### src/rtl/block_align_unit_pkg.sv
// sd4_align_pkg: shared widths, guard derivation, FSM states and term record for block alignment.
package sd4_align_pkg;
  localparam int N_TERMS_DEF = 4;
  localparam int MANT_W = 11;
  localparam int EXP_W = 6;
  localparam int SUM_W = 20;
  function automatic int guard_bits(int n_terms);
    return SUM_W - 1 - $clog2(n_terms) - MANT_W;
  endfunction
  typedef enum logic {LOAD, EMIT} state_e;
  typedef struct packed {
    logic sign;
    logic [MANT_W-1:0] mant;
    logic signed [EXP_W-1:0] exp;
  } term_t;
endpackage

### src/rtl/block_align_unit_if.sv
// block_align_unit_if: term input and aligned output handshake bundle.
import sd4_align_pkg::*;
interface block_align_unit_if;
  logic in_valid;
  logic in_ready;
  logic in_sign;
  logic [MANT_W-1:0] in_mant;
  logic signed [EXP_W-1:0] in_exp;
  logic out_valid;
  logic out_ready;
  logic [SUM_W-1:0] out_value;
  logic signed [EXP_W-1:0] out_exp_max;
  logic out_last;
  modport slave(input in_valid, in_sign, in_mant, in_exp, out_ready,
                output in_ready, out_valid, out_value, out_exp_max, out_last);
  modport master(output in_valid, in_sign, in_mant, in_exp, out_ready,
                 input in_ready, out_valid, out_value, out_exp_max, out_last);
endinterface

### src/rtl/block_align_unit_align_shift.sv
// align_shift: aligns one term to the block max exponent and applies its sign.
// Build with ALIGN_STICKY_EN to OR shifted-out bits into the LSB.
module align_shift
  import sd4_align_pkg::*;
#(
  parameter int GUARD = guard_bits(N_TERMS_DEF)
) (
  input  term_t term_i,
  input  logic signed [EXP_W-1:0] exp_max_i,
  output logic [SUM_W-1:0] value_o
);
  localparam int MG = MANT_W + GUARD;
  logic [MG-1:0] mag, aligned;
  logic [EXP_W:0] shift;
  logic [SUM_W-1:0] ext;
  logic sticky;
  // Shifts of MG or more flush to zero by shift semantics; zero terms stay zero for any shift.
  always_comb begin
    mag = {term_i.mant, {GUARD{1'b0}}};
    shift = {exp_max_i[EXP_W-1], exp_max_i} - {term_i.exp[EXP_W-1], term_i.exp};
    aligned = mag >> shift;
`ifdef ALIGN_STICKY_EN
    sticky = |(mag & ~({MG{1'b1}} << shift));
`else
    sticky = 1'b0;
`endif
    ext = SUM_W'(aligned) | SUM_W'(sticky);
    value_o = term_i.sign ? -ext : ext;
  end
endmodule

### src/rtl/block_align_unit.sv
// block_align_unit: collects a block of terms, tracks max exponent, streams aligned fixed-point terms.
// Optional ALIGN_STICKY_EN enables sticky rounding in align_shift.
module block_align_unit
  import sd4_align_pkg::*;
#(
  parameter int N_TERMS = N_TERMS_DEF
) (
  input logic clk,
  input logic rst,
  block_align_unit_if.slave bus
);
  localparam int CW = $clog2(N_TERMS);
  state_e state_q, state_d;
  logic [CW-1:0] cnt_q, idx_q;
  term_t buf_q [N_TERMS];
  logic signed [EXP_W-1:0] exp_max_q;
  logic found_nz_q;
  logic in_hs, out_hs, last, nz;
  logic [SUM_W-1:0] value;
  align_shift #(.GUARD(guard_bits(N_TERMS))) u_shift (
    .term_i(buf_q[idx_q]),
    .exp_max_i(exp_max_q),
    .value_o(value)
  );
  always_comb begin
    bus.in_ready = state_q == LOAD;
    bus.out_valid = state_q == EMIT;
    in_hs = bus.in_valid && bus.in_ready;
    out_hs = bus.out_valid && bus.out_ready;
    last = idx_q == CW'(N_TERMS - 1);
    nz = bus.in_mant != '0;
    bus.out_value = bus.out_valid ? value : '0;
    bus.out_exp_max = bus.out_valid ? exp_max_q : '0;
    bus.out_last = bus.out_valid && last;
    state_d = (in_hs && cnt_q == CW'(N_TERMS - 1)) ? EMIT : (out_hs && last) ? LOAD : state_q;
  end
  always_ff @(posedge clk or posedge rst)
    if (rst) state_q <= LOAD;
    else state_q <= state_d;
  always_ff @(posedge clk or posedge rst) begin
    if (rst) begin
      cnt_q <= '0;
      idx_q <= '0;
      buf_q <= '{default: '0};
      exp_max_q <= '0;
      found_nz_q <= 1'b0;
    end else begin
      if (in_hs) begin
        buf_q[cnt_q] <= '{bus.in_sign, bus.in_mant, bus.in_exp};
        cnt_q <= cnt_q + CW'(1);
        if (nz && (!found_nz_q || bus.in_exp > exp_max_q)) exp_max_q <= bus.in_exp;
        if (nz) found_nz_q <= 1'b1;
      end
      // Closing handshake rearms the next block with a clean max tracker.
      if (out_hs) begin
        idx_q <= last ? '0 : idx_q + CW'(1);
        if (last) begin
          cnt_q <= '0;
          exp_max_q <= '0;
          found_nz_q <= 1'b0;
        end
      end
    end
  end
endmodule
### src/flat_wrapper.sv
// flat-port wrapper written by rule: the top's interface ports become plain ports
module block_align_unit_flat import sd4_align_pkg::*;
#(
  parameter int N_TERMS = N_TERMS_DEF
)
  (clk, rst, bus_in_valid, bus_in_sign, bus_in_mant, bus_in_exp, bus_out_ready, bus_in_ready, bus_out_valid, bus_out_value, bus_out_exp_max, bus_out_last);
  block_align_unit_if bus_i ();
  input logic clk;
  input logic rst;
  input wire logic [$bits(bus_i.in_valid)-1:0] bus_in_valid;
  input wire logic [$bits(bus_i.in_sign)-1:0] bus_in_sign;
  input wire logic [$bits(bus_i.in_mant)-1:0] bus_in_mant;
  input wire logic [$bits(bus_i.in_exp)-1:0] bus_in_exp;
  input wire logic [$bits(bus_i.out_ready)-1:0] bus_out_ready;
  output wire logic [$bits(bus_i.in_ready)-1:0] bus_in_ready;
  output wire logic [$bits(bus_i.out_valid)-1:0] bus_out_valid;
  output wire logic [$bits(bus_i.out_value)-1:0] bus_out_value;
  output wire logic [$bits(bus_i.out_exp_max)-1:0] bus_out_exp_max;
  output wire logic [$bits(bus_i.out_last)-1:0] bus_out_last;
  assign bus_i.in_valid = bus_in_valid;
  assign bus_i.in_sign = bus_in_sign;
  assign bus_i.in_mant = bus_in_mant;
  assign bus_i.in_exp = bus_in_exp;
  assign bus_i.out_ready = bus_out_ready;
  assign bus_in_ready = bus_i.in_ready;
  assign bus_out_valid = bus_i.out_valid;
  assign bus_out_value = bus_i.out_value;
  assign bus_out_exp_max = bus_i.out_exp_max;
  assign bus_out_last = bus_i.out_last;
  block_align_unit #(.N_TERMS(N_TERMS)) u_core (.clk(clk), .rst(rst), .bus(bus_i));
endmodule
### config.mk
export PLATFORM = sky130hd
export DESIGN_NAME = block_align_unit_flat
export DESIGN_NICKNAME = d
export VERILOG_FILES = /design/src/rtl/block_align_unit_pkg.sv /design/src/rtl/block_align_unit_if.sv /design/src/rtl/block_align_unit_align_shift.sv /design/src/rtl/block_align_unit.sv /design/src/flat_wrapper.sv
export SDC_FILE = /design/constraint.sdc
export NUM_CORES = 1
export LEC_CHECK = 0
export CAP_MARGIN = 0
export CORE_MARGIN = 2
export CORE_UTILIZATION = 59
export DETAILED_ROUTE_END_ITERATION = 6
export PLACE_DENSITY = 0.86
export RECOVER_POWER = 25
export SYNTH_ARGS = -nofsm -noshare
export SYNTH_HDL_FRONTEND = slang
export SYNTH_SLANG_ARGS = --single-unit
export TNS_END_PERCENT = 30
### constraint.sdc
create_clock -name clk -period 6.1 [get_ports clk]
set_clock_uncertainty 0.1 [all_clocks]
set_input_delay 1.22 -clock clk [delete_from_list [all_inputs] [get_ports clk]]
set_output_delay 1.22 -clock clk [all_outputs]
set_load 0.05 [all_outputs]
==> out/metrics.yaml <==
syn2layout_area_growth_pct: 17.86
worstMarginPinSlew_ns: 2.380
fmax_ghz: 0.1684
synth-simple-area-share: 0.1217
totalWireLength_um: 16520
insertion_delay_ns: 0.37
start_kind: "flip-flop"
synth_adder_area_share: 0.04056
coreArea_um2: 9864
dp_hpwl_um: 11760
grt_antenna_before_repair: 0
cts-root-buf: "clkbuf_8"
num-fill-cells: 660
cts_buffer_depth: 2
hold_violations: 0
grt_pass1_wl_um: 26340
layout_commonest_cell: "dfrtp_1"
hold_path_depth: 2
setup_viol: 0
cts_tree: "done"
ant_nets: 0
ys_types: 78
crit_chain: "mux4_2, inv_1, ha_1, o21ai_0, o211a_1, nor2_1, buf_4, o2111ai_1, o32a_1, o211ai_4, nor2_1, o311ai_1, buf_12"
grt_pass1_vias: 4901
dr.pass1.iters: 4
synth_top_family_by_area: "multiplexers"
syn_inst: 572
synth_top_area_share: 0.3477
port_buffers: 50
num_antenna_cells: 0
ios: 51
rrSetupSlack_ns: 3.32
layout_common_cells: "83 x dfrtp_1, 75 x mux2_2, 68 x nor2_1, 37 x nand2_1, 28 x clkdlybuf4s50_1"
slowest_stage: "mux4_2"
yosysSeqAreaShare: 0.3477
slew_violations: 46
multi_input_area_um2: 3712
ff2ff_path_depth: 3
status: "finished, violations left"
worst_hold_slack_ns: 0.4064
worstPathMaxFanout: 13
async_reset_ff_frac: 1.000
wl_per_cell_um: 21.82
num_rows: 36
yosysWarnings: 0
rsz0062_at_grt: "yes"
failed_checks: "max-capacitance violations, max-slew violations"
synth_top_cell_by_area: "dfrtp_1"
drive_gt1_frac: 0.2869
period_needed_ns: 5.939
synth-main-ff-cell: "dfrtp_1"
r2r_end: "u_core.buf_q[45]"
synthTopCellsByArea: "dfrtp_1 35%, mux2_2 14%, mux4_2 7.1%"
grt_usage: 0.3052
fp.dieW_um: 105.2
clk_pin_slew_ns: 0.08
clock-sinks: 84
ctsHoldBuffers: 0
dieArea_um2: 11070
initial_core_util: 0.6129
overflow: 0
cpPeakStageDelay_ns: 0.56
yosys.area_share.xor_xnor: 0.01718
grt_max_degree: 46
globalplace.congestion: 0.9306
end_kind: "output pin"
cp.arrival_ns: 4.62
path_class: "flip-flop to output pin"
worstHoldStart: "u_core.buf_q[36]"
reg2reg_from: "u_core.bus.out_valid"
nets: 660
whs_endpoint: "u_core.buf_q[36]"
htreeDepth: 3
drtIter0Drc: 406
synth_edf_count: 0
ys_seq_elements: 84
cts_buffers: 9
period_share: 0.9736
max_slew_margin: -0.5869
drc: 0
synth.avg_cell_area_um2: 10.57
crit_required_ns: 4.78
die_y_um: 105.2
synth_fp_nets: 613
synth-compound-area-share: 0.1631
maxCapViolCount: 2
synth_area_um2: 6046
hold_class: "flip-flop to flip-flop"
vias_per_cell: 6.462
seqCellArea_um2: 2103
crit_top_cell: "nor2_1"
synthMuxAreaShare: 0.2666
route.vias.total: 4892
-- sequential cells by signal, indices dropped and copies added (netlist names) --
signal	cells
u_core.cnt_q	2
u_core.buf_q	72
u_core.bus.out_valid	1
u_core.idx_q	2
u_core.found_nz_q	1
u_core.exp_max_q	6
-- cells by family (layout without fill, tap and decap cells) --
group / after synthesis / count (layout)
and+or+nand+nor: 160 / 160
AOI/OAI and AO/OA: 121 / 121
DFF: 84 / 84
buffers and inverters: 53 / 105
adders and majority gates: 19 / 19
xor gates and xnor gates: 11 / 11
muxes: 124 / 124
-- critical path: cells and delay by family, from the launching register on --
| kind | cells | cell delay [ns] |
|---|---|---|
| AND/OR/NAND/NOR | 2 | 0.26 |
| buffers and inverters | 3 | 0.50 |
| flip-flops | 1 | 0.54 |
| adder cells (fa/ha/maj) | 1 | 0.39 |
| AO/OA/AOI/OAI | 6 | 1.99 |
| multiplexers | 1 | 0.56 |
-- worst max-delay path by stage --
stage / startpoint / endpoint / slack [ns] / cells after the start
finish: u_core.idx_q[0] / bus_out_value[13] / 0.16 / 13
global route: u_core.idx_q[0] / bus_out_value[12] / -0.02 / 15
CTS: u_core.idx_q[1] / bus_out_value[11] / 0.03 / 12
detailed placement: u_core.idx_q[1] / bus_out_value[12] / 0.35 / 16
global placement: u_core.idx_q[1] / bus_out_value[15] / 0.42 / 13
floorplan: u_core.idx_q[1] / bus_out_value[11] / -0.33 / 18
-- synth_stat cells, types with 6 or more instances --
cell / count
o21ai_0: 21
xor2_1: 6
nand2b_1: 6
ha_1: 18
a21oi_1: 17
mux4_2: 19
dfrtp_1: 84
mux2_2: 75
nand3_1: 10
clkbuf_1: 16
mux2i_1: 26
inv_1: 21
o22ai_1: 8
nand2_1: 37
nor2_1: 68
nor3_1: 11
buf_2: 7
-- per-stage QoR --
| step | TNS [ns] | util | setup slack, ns | instance area [um2] | cells |
|---|---|---|---|---|---|
| 6_report | 0 | 0.7223 | 0.1611 | 7126 | 757 |
| 3_3_place_gp | 0 | 0.6922 | 0.4243 | 6828 | 737 |
| 5_1_grt | -0.01876 | 0.7223 | -0.01876 | 7126 | 757 |
| 3_5_place_dp | 0 | 0.6922 | 0.3535 | 6828 | 737 |
| 2_1_floorplan | -1.002 | - | -0.3340 | 6053 | 572 |
| 4_1_cts | 0 | 0.7174 | 0.03325 | 7077 | 753 |
-- final cells by class --
class	instances	share of cell area
Multi-Input combinational cell	435	0.5210
Sequential cell	84	0.2952
Timing Repair Buffer	67	0.1145
Tap cell	133	0.02335
Clock buffer	9	0.01738
Clock inverter	7	0.01703
Inverter	22	0.01159
-- per-layer routing --
layer,global-route usage,part of all wire
met1,0.3989,0.42
met2,0.5106,0.51
met3,0.05380,0.051
met4,0.1105,0.018
met5,0,0
-- timing repair --
item | CTS | global route
gates resized for setup | 1 | 4
buffers inserted | 0 | 4
gates cloned | 0 | 0
pin swaps | 0 | 3
endpoints found under the setup margin | 1 | 13
Power is left out: the tool's default activity adds up to more than one toggle a clock period on the data nets, which glitch-free logic cannot reach.
